File: src/rtl/pipe_barrel_shifter_if.sv
// Request/result bundle for the pipelined barrel shifter.
// The shifter is the slave of this interface; the caller is the master.
interface pipe_barrel_shifter_if #(
  parameter int WIDTH   = 32,
  parameter int SHAMT_W = 5,
  parameter int TAG_W   = 5
) ();
  logic               in_valid;
  logic               in_ready;
  logic [WIDTH-1:0]   in_data;
  logic [SHAMT_W-1:0] in_shamt;
  logic [2:0]         in_op;
  logic [TAG_W-1:0]   in_tag;
  logic               out_valid;
  logic               out_ready;
  logic [WIDTH-1:0]   out_data;
  logic [TAG_W-1:0]   out_tag;
  logic               busy;

  modport slave (
    input  in_valid, in_data, in_shamt, in_op, in_tag, out_ready,
    output in_ready, out_valid, out_data, out_tag, busy
  );

  modport master (
    output in_valid, in_data, in_shamt, in_op, in_tag, out_ready,
    input  in_ready, out_valid, out_data, out_tag, busy
  );
endinterface

File: src/rtl/pipe_barrel_shifter.sv
// Pipelined barrel shifter: one log2 shift level per stage, MSB level first,
// with per-stage valid/ready flow control and a tag carried alongside.
module pipe_barrel_shifter #(
  parameter int WIDTH   = 32,
  parameter int SHAMT_W = 5,
  parameter int TAG_W   = 5
) (
  input  logic                clock,
  input  logic                reset,
  pipe_barrel_shifter_if.slave bus
);
  localparam int L = SHAMT_W - 1;

  logic [SHAMT_W-1:0] v_q, v_d, en, src_v;
  logic [WIDTH-1:0]   data_q [SHAMT_W];
  logic [WIDTH-1:0]   data_d [SHAMT_W];
  logic [WIDTH-1:0]   src_d  [SHAMT_W];
  logic [SHAMT_W-1:0] sh_q   [SHAMT_W];
  logic [SHAMT_W-1:0] sh_d   [SHAMT_W];
  logic [SHAMT_W-1:0] src_sh [SHAMT_W];
  logic [2:0]         op_q   [SHAMT_W];
  logic [2:0]         op_d   [SHAMT_W];
  logic [2:0]         src_op [SHAMT_W];
  logic [TAG_W-1:0]   tag_q  [SHAMT_W];
  logic [TAG_W-1:0]   tag_d  [SHAMT_W];
  logic [TAG_W-1:0]   src_t  [SHAMT_W];

  function automatic logic [WIDTH-1:0] step(
    input logic [WIDTH-1:0] d,
    input logic [2:0]       op,
    input int               amt
  );
    logic [WIDTH-1:0] r;
    r = d;
    unique case (1'b1)
      op == 3'd0: r = d << amt;
      op == 3'd1: r = d >> amt;
      op == 3'd2: r = $signed(d) >>> amt;
      op == 3'd3: r = (d << amt) | (d >> (WIDTH - amt));
      op == 3'd4: r = (d >> amt) | (d << (WIDTH - amt));
      default:    r = d;
    endcase
    return r;
  endfunction

  // en[k]: stage k can load this cycle (empty, or its content moves on).
  always_comb begin
    logic acc;
    acc   = bus.out_ready || !v_q[L];
    en[L] = acc;
    for (int k = L - 1; k >= 0; k--) begin
      acc   = acc || !v_q[k];
      en[k] = acc;
    end
  end

  always_comb begin
    src_v     = {v_q[L-1:0], bus.in_valid};
    src_d[0]  = bus.in_data;
    src_sh[0] = bus.in_shamt;
    src_op[0] = bus.in_op;
    src_t[0]  = bus.in_tag;
    for (int k = 1; k < SHAMT_W; k++) begin
      src_d[k]  = data_q[k-1];
      src_sh[k] = sh_q[k-1];
      src_op[k] = op_q[k-1];
      src_t[k]  = tag_q[k-1];
    end
  end

  always_comb begin
    v_d    = v_q;
    data_d = data_q;
    sh_d   = sh_q;
    op_d   = op_q;
    tag_d  = tag_q;
    for (int k = 0; k < SHAMT_W; k++) begin
      if (en[k]) begin
        v_d[k] = src_v[k];
        if (src_v[k]) begin
          data_d[k] = src_sh[k][L-k]
                    ? step(src_d[k], src_op[k], 1 << (L - k))
                    : src_d[k];
          sh_d[k]   = src_sh[k];
          op_d[k]   = src_op[k];
          tag_d[k]  = src_t[k];
        end
      end
    end
  end

  always_ff @(posedge clock) begin
    if (reset) begin
      v_q <= '0;
      for (int k = 0; k < SHAMT_W; k++) begin
        data_q[k] <= '0;
        sh_q[k]   <= '0;
        op_q[k]   <= '0;
        tag_q[k]  <= '0;
      end
    end else begin
      v_q    <= v_d;
      data_q <= data_d;
      sh_q   <= sh_d;
      op_q   <= op_d;
      tag_q  <= tag_d;
    end
  end

  assign bus.in_ready  = !reset && en[0];
  assign bus.out_valid = v_q[L];
  assign bus.out_data  = data_q[L];
  assign bus.out_tag   = tag_q[L];
  assign bus.busy      = |v_q;
endmodule
File: src/flat_wrapper.sv
// flat-port wrapper written by rule: the top's interface ports become plain ports
module pipe_barrel_shifter_flat 
#(
  parameter int WIDTH   = 32,
  parameter int SHAMT_W = 5,
  parameter int TAG_W   = 5
)
  (clock, reset, bus_in_valid, bus_in_data, bus_in_shamt, bus_in_op, bus_in_tag, bus_out_ready, bus_in_ready, bus_out_valid, bus_out_data, bus_out_tag, bus_busy);
  pipe_barrel_shifter_if #(.WIDTH(WIDTH), .SHAMT_W(SHAMT_W), .TAG_W(TAG_W)) bus_i ();
  input  logic clock;
  input  logic reset;
  input wire logic [$bits(bus_i.in_valid)-1:0] bus_in_valid;
  input wire logic [$bits(bus_i.in_data)-1:0] bus_in_data;
  input wire logic [$bits(bus_i.in_shamt)-1:0] bus_in_shamt;
  input wire logic [$bits(bus_i.in_op)-1:0] bus_in_op;
  input wire logic [$bits(bus_i.in_tag)-1:0] bus_in_tag;
  input wire logic [$bits(bus_i.out_ready)-1:0] bus_out_ready;
  output wire logic [$bits(bus_i.in_ready)-1:0] bus_in_ready;
  output wire logic [$bits(bus_i.out_valid)-1:0] bus_out_valid;
  output wire logic [$bits(bus_i.out_data)-1:0] bus_out_data;
  output wire logic [$bits(bus_i.out_tag)-1:0] bus_out_tag;
  output wire logic [$bits(bus_i.busy)-1:0] bus_busy;
  assign bus_i.in_valid = bus_in_valid;
  assign bus_i.in_data = bus_in_data;
  assign bus_i.in_shamt = bus_in_shamt;
  assign bus_i.in_op = bus_in_op;
  assign bus_i.in_tag = bus_in_tag;
  assign bus_i.out_ready = bus_out_ready;
  assign bus_in_ready = bus_i.in_ready;
  assign bus_out_valid = bus_i.out_valid;
  assign bus_out_data = bus_i.out_data;
  assign bus_out_tag = bus_i.out_tag;
  assign bus_busy = bus_i.busy;
  pipe_barrel_shifter #(.WIDTH(WIDTH), .SHAMT_W(SHAMT_W), .TAG_W(TAG_W)) u_core (.clock(clock), .reset(reset), .bus(bus_i));
endmodule
File: config.mk
export PLATFORM = sky130hd
export DESIGN_NAME = pipe_barrel_shifter_flat
export DESIGN_NICKNAME = d
export VERILOG_FILES = /design/src/rtl/pipe_barrel_shifter_if.sv /design/src/rtl/pipe_barrel_shifter.sv /design/src/flat_wrapper.sv
export SDC_FILE = /design/constraint.sdc
export NUM_CORES = 1
export LEC_CHECK = 0
export ABC_AREA = 1
export CAP_MARGIN = 20
export CORE_MARGIN = 2
export CORE_UTILIZATION = 60
export CTS_BUF_LIST = sky130_fd_sc_hd__clkbuf_2
export DETAILED_ROUTE_END_ITERATION = 8
export DONT_BUFFER_PORTS = 1
export PLACE_DENSITY = 0.79
export SETUP_SLACK_MARGIN = 0.05
export SKIP_LAST_GASP = 1
export SYNTH_ARGS = -nofsm -noshare
export SYNTH_HDL_FRONTEND = slang
export SYNTH_SLANG_ARGS = --single-unit
export TNS_END_PERCENT = 100
File: constraint.sdc
create_clock -name clock -period 1.2 [get_ports clock]
set_input_delay 0.24 -clock clock [delete_from_list [all_inputs] [get_ports clock]]
set_output_delay 0.24 -clock clock [all_outputs]
set_load 0.005 [all_outputs]
==> flow_summary.toml, run 1 <==
[yosys]
area_share_of_xor_xnor_cells_in_the_synthesized_design_pct = 0
share_of_the_yosys_chip_area_belonging_to_registers_pct = 36.2
synth-seq-cells = 212
synthesis.area_mm2 = 0.0117
synth_edf_count = 0
synthFlopType = "sky130_fd_sc_hd__dfxtp_1"
synth_top_family_by_area = "simple AND/OR/NAND/NOR gates"
synth_simple_gate_area_share_pct = 37.4
synthDistinctLibCells = 23
syn_avg_cell_area_um2 = 6.18
synthesized_area_fraction_occupied_by_ao_oa_aoi_and_oai_cells_pct = 14.7
yosys-mux-area-fraction_pct = 0
synth_fa_ha_area_share_pct = 0
syn_nets = 1947
async_flop_share_pct = 0
yosys_warning_count = 0
post_synth_inst_count = 1898

[floorplan]
fp.dieW_um = 144
die_height_um = 144
start_util_pct = 60.7
placement_rows = 51
boundaryPins = 89

[placed_design]
port_buffers = 0
place_hpwl_um = 21600
detailedPlace.worstSlack_ns = -0.447
finalWeightedCongestion = 0.933

[global_route]
grt.total_usage_pct = 69.2
globalRouteOverflowTotal = 55
grt_max_degree = 126

[clock_tree]
htreeDepth = 2
clock_buffer_count_from_cts = 54
clock_tree.root_cell = "sky130_fd_sc_hd__clkbuf_2"
clock-sinks = 212
cts_max_path_buffers = 3

[timing]
worst-endpoint-pin-kind = "top-level output"
worst_ep_post_grt_repair = "bus_in_ready"

[run_status]
last-stage-reached = "global routing"
first_error = "[ERROR GRT-0232] Routing congestion too high. Check the congestion heatmap in the GUI."
status = "stopped before the end"
-- logic make-up after synthesis --
family / Yosys count
AO/OA/AOI/OAI: 344
flip-flops: 212
AND/OR/NAND/NOR: 1050
buffers and inverters: 292
-- stage by stage --
stage	hold WS [ns]	TNS, ns	area [µm²]	std cells	utilization, %
3_3_place_gp	0.313	-28.56	12300	2094	63.7
3_5_place_dp	0.315	-36.91	12300	2094	63.7
2_1_floorplan	0.386	-2.04	12000	1898	-
4_1_cts	-0.625	-64.68	14700	2293	75.9
-- per-layer routing --
| metal | GRT overflow | global-route usage [%] |
|---|---|---|
| met1 | 0 | 68.6 |
| met3 | 0 | 50.0 |
| met4 | 39 | 71.0 |
| met5 | 0 | 11.0 |
| met2 | 16 | 89.2 |
-- synthesized netlist by cell type, types with 2 or more instances --
| cell type | instances | share of area, % |
|---|---|---|
| sky130_fd_sc_hd__buf_4 | 43 | 2.8 |
| sky130_fd_sc_hd__nor2_2 | 3 | 0.16 |
| sky130_fd_sc_hd__dfxtp_1 | 212 | 36 |
| sky130_fd_sc_hd__or2_2 | 12 | 0.64 |
| sky130_fd_sc_hd__nand2_2 | 6 | 0.32 |
| sky130_fd_sc_hd__nand2_1 | 487 | 16 |
| sky130_fd_sc_hd__buf_2 | 61 | 2.6 |
| sky130_fd_sc_hd__a21oi_1 | 263 | 11 |
| sky130_fd_sc_hd__nand3_1 | 295 | 13 |
| sky130_fd_sc_hd__or2_1 | 2 | 0.11 |
| sky130_fd_sc_hd__nand4_1 | 2 | 0.11 |
| sky130_fd_sc_hd__o21ai_1 | 3 | 0.13 |
| sky130_fd_sc_hd__buf_6 | 5 | 0.48 |
| sky130_fd_sc_hd__inv_1 | 121 | 3.9 |
| sky130_fd_sc_hd__buf_1 | 2 | 0.064 |
| sky130_fd_sc_hd__inv_2 | 6 | 0.19 |
| sky130_fd_sc_hd__o21ai_0 | 78 | 3.3 |
| sky130_fd_sc_hd__clkbuf_1 | 53 | 1.7 |
| sky130_fd_sc_hd__nor2_1 | 240 | 7.7 |
-- timing repair --
item / CTS
hold endpoints to repair: 212
setup endpoints to repair: 247
buffers inserted: 19
cloned: 21
hold buffers: 71
pin swaps: 40
gates resized for setup: 156
==> run 2: changes to the inputs <==
--- a/config.mk
+++ b/config.mk
@@ -8,12 +8,10 @@
 export ABC_AREA = 1
 export CAP_MARGIN = 20
 export CORE_MARGIN = 2
-export CORE_UTILIZATION = 60
-export CTS_BUF_LIST = sky130_fd_sc_hd__clkbuf_2
+export CORE_UTILIZATION = 40
 export DETAILED_ROUTE_END_ITERATION = 8
 export DONT_BUFFER_PORTS = 1
-export PLACE_DENSITY = 0.79
-export SETUP_SLACK_MARGIN = 0.05
+export PLACE_DENSITY_LB_ADDON = 0.15
 export SKIP_LAST_GASP = 1
 export SYNTH_ARGS = -nofsm -noshare
 export SYNTH_HDL_FRONTEND = slang
==> constraint.sdc (replaced) <==
create_clock -name clock -period 1.6 [get_ports clock]
set_input_delay 0.32 -clock clock [delete_from_list [all_inputs] [get_ports clock]]
set_output_delay 0.32 -clock clock [all_outputs]
set_load 0.005 [all_outputs]
==> flow_summary.toml, run 2 <==
[clock_tree]
clk_transition_reported_paths_ns = 0.06
cts_tree = "yes"
clock_buffer_count_from_cts = 25
cts_max_path_buffers = 3
clock-sinks = 212
clock_tree.root_cell = "sky130_fd_sc_hd__clkbuf_16"
htreeDepth = 1
clk_latency_ns = 0.54
cts.hold.buffers_added = 10

[worst_setup_path]
cp_slowest_stage_delay_ns = 0.32
timing.setup.critical_path_class = "reg2reg"
timing.critical_path.arrival_ns = 2.16
startpoint_type = "flip-flop"
reg2reg_slack_ns = -0.08
worstPathRequired_ns = 2.08
rr_startpoint = "u_core.v_q[4]$_SDFFE_PP0P_"
slowest_stage = "sky130_fd_sc_hd__dfxtp_2"
critical-path-top-cell-by-count = "sky130_fd_sc_hd__buf_4"
cp_cell_sequence = "inv_2, nor2_4, buf_4, buf_4, buf_4, nand2_2, nand2_4, clkbuf_16, a21oi_1, nand2_1, a21oi_1"
regToRegEndpoint = "u_core.data_q[35]$_SDFFE_PP0P_"
worstRegToRegCells = 11
path_max_fanout = 23
timing.critical_path.to_type = "flip-flop"

[global_route]
grt_pass1_vias = 10685
grt_first_pass_wirelength_um = 55200
grt.total_usage_pct = 21.3
globalRouteOverflowTotal = 0
grt_antenna_before_repair = 0
grt_max_degree = 126

[yosys]
share_of_the_yosys_chip_area_belonging_to_registers_pct = 36.2
synth.most_common_cell = "sky130_fd_sc_hd__nand2_1"
synth_edf_count = 0
synthFlopType = "sky130_fd_sc_hd__dfxtp_1"
post_synth_inst_count = 1898
netlist_top_cells_area = "sky130_fd_sc_hd__dfxtp_1 36%, sky130_fd_sc_hd__nand2_1 16%, sky130_fd_sc_hd__nand3_1 13%"
post_synth_top_area_share_pct = 36.2
synthDistinctLibCells = 23
synth_area_leader_cell = "sky130_fd_sc_hd__dfxtp_1"
async_flop_share_pct = 0
synthesis.area_mm2 = 0.0117
syn_nets = 1947
synthTopCellsByCount = "487 x sky130_fd_sc_hd__nand2_1, 295 x sky130_fd_sc_hd__nand3_1, 263 x sky130_fd_sc_hd__a21oi_1"
syn_avg_cell_area_um2 = 6.18
synth-seq-cells = 212
yosys_warning_count = 0

[worst_hold_path]
hold_path.class = "in2reg"
whs_endpoint = "u_core.bus.out_data[29]$_SDFFE_PP0P_"
min-delay-start = "reset"
worst_hold_path.num_cells = 1

[detailed_routing]
vias = 11929
drt_wirelength_um = 35600
number_of_vias_per_cell = 5.30
final_antenna_net_count = 0
post_drt_wl_per_cell_um = 15.8
post-route-drc-count = 0
first_pass_iters = 7
detail_route.iter0.violations = 1008

[run_status]
violated_checks = "hold timing, setup timing"
status = "complete, but fails checks"

[layout]
final_layout_size_suffix_gt1_share_pct = 9.80
largest_register = "u_core.data_q"
filler_cell_count = 3068
final_nets = 1900
flip_flop_count_of_the_largest_register_after_layout = 128
flow.area_growth_from_synthesis_pct = 14.8
commonest_non_fill_non_tap_cell_in_the_layout = "sky130_fd_sc_hd__nand2_1"
n_antenna_cell = 0
layout.cells.non_filler = 2251
mostFrequentLayoutCells = "481 x sky130_fd_sc_hd__nand2_1, 295 x sky130_fd_sc_hd__nand3_1, 253 x sky130_fd_sc_hd__a21oi_1"

[timing]
hold_viol_final = 95
hold-worst-slack_ns = -0.156
share_of_the_clock_period_used_by_the_worst_path_pct = 105
fin_ws_ns = -0.0807
worst-slew-pin-transition_ns = 0.562
rsz0062_at_grt = "yes"
fin_worst_skew_ns = 0.0118
max_slew_margin_pct = 62.4
fmax_mhz = 595
slew_viol_final = 0
setup_viol_count_final = 33
final_period_minus_worst_setup_slack_ns = 1.68

[power]
max-vdd-ir-drop_v = 0.000754
post-layout-total-power_mw = 13.2
static-leakage-power_nw = 4.94
cellPowerDensity_mw_per_mm2 = 981

[placed_design]
finalWeightedCongestion = 0.887
placed_cells_incl_taps = 2172
place_hpwl_um = 22600
port_buffers = 0

[floorplan]
fp.dieW_um = 175
floorplan.core_area_mm2 = 0.0288
placement_rows = 62
start_util_pct = 40.7
boundaryPins = 89
die_height_um = 175
die_outline_area_mm2 = 0.0307

[run]
maximum_capacitance_violations = 0
run 2: layer usage:
layer,wire (µm),vias to the layer above,track usage (%)
met5,0,-,0
met4,922,0,5.35
met3,1470,67,2.39
met2,17000,301,35.8
met1,16200,5538,29.1
li1,-,6023,-
run 2: cell families (layout without fill, tap and decap cells):
group | Yosys count | after routing | synth area share, %
AND/OR/NAND/NOR | 1050 | 1051 | 37.4
AO/OA/AOI/OAI | 344 | 344 | 14.7
buffers and inverters | 292 | 260 | 11.7
flip-flops | 212 | 212 | 36.2
run 2: worst max-delay path by stage:
stage	start	end	cells past startpoint
after floorplan	u_core.v_q[4]$_SDFFE_PP0P_	u_core.data_q[62]$_SDFFE_PP0P_	8
after global placement	u_core.v_q[4]$_SDFFE_PP0P_	u_core.data_q[93]$_SDFFE_PP0P_	5
after detailed placement	u_core.v_q[4]$_SDFFE_PP0P_	u_core.data_q[92]$_SDFFE_PP0P_	5
after CTS	u_core.v_q[4]$_SDFFE_PP0P_	bus_in_ready	5
after global routing	u_core.v_q[4]$_SDFFE_PP0P_	bus_in_ready	5
final	u_core.v_q[4]$_SDFFE_PP0P_	u_core.data_q[35]$_SDFFE_PP0P_	11
run 2: cell type report:
cell class	count	area, µm²	share of cell area, %
repair inverters	2	15.0	0.112
repair buffers	87	1170	8.73
flip-flops and latches	212	4260	31.6
clock buffers	35	703	5.22
well taps	384	480	3.57
inverters	128	488	3.63
multi-input cells	1395	6240	46.3
clock inverters	8	108	0.799
run 2: power breakdown:
group	internal, mW	leakage (nW)	switching (mW)
Combinational	0.687	2.81	1.12
Clock	3.38	0.398	2.29
Sequential	5.49	1.73	0.234
run 2: per-stage QoR:
| stage | setup TNS (ns) | cell area (µm²) | utilization, % | hold WS (ns) | setup WS [ns] |
|---|---|---|---|---|---|
| final | -1.62 | 13500 | 46.8 | -0.156 | -0.0807 |
| after global routing | -6.63 | 13500 | 46.8 | -0.166 | -0.151 |
| after CTS | -2.36 | 13000 | 45.1 | -0.169 | -0.132 |
| after detailed placement | 0 | 12000 | 41.7 | 0.403 | 0.0269 |
| after global placement | 0 | 12000 | 41.7 | 0.400 | 0.0568 |
| after floorplan | 0 | 11700 | - | 0.444 | 0.270 |
run 2: critical path, delay by kind of cell (launching register included):
kind,cells,cell delay [ns]
simple gates,4,0.37
buf+inv,5,0.67
flops,1,0.32
compound gates,2,0.23
run 2: what timing repair did:
| action | CTS | global route |
|---|---|---|
| buffers inserted | 11 | 2 |
| resized for setup | 2 | 47 |
| hold endpoints to repair | 131 | 122 |
| pin swaps | 4 | 14 |
| cloned | 0 | 17 |
| setup endpoints to repair | 2 | 170 |
No activity file was read; power rests on OpenSTA's default activity.
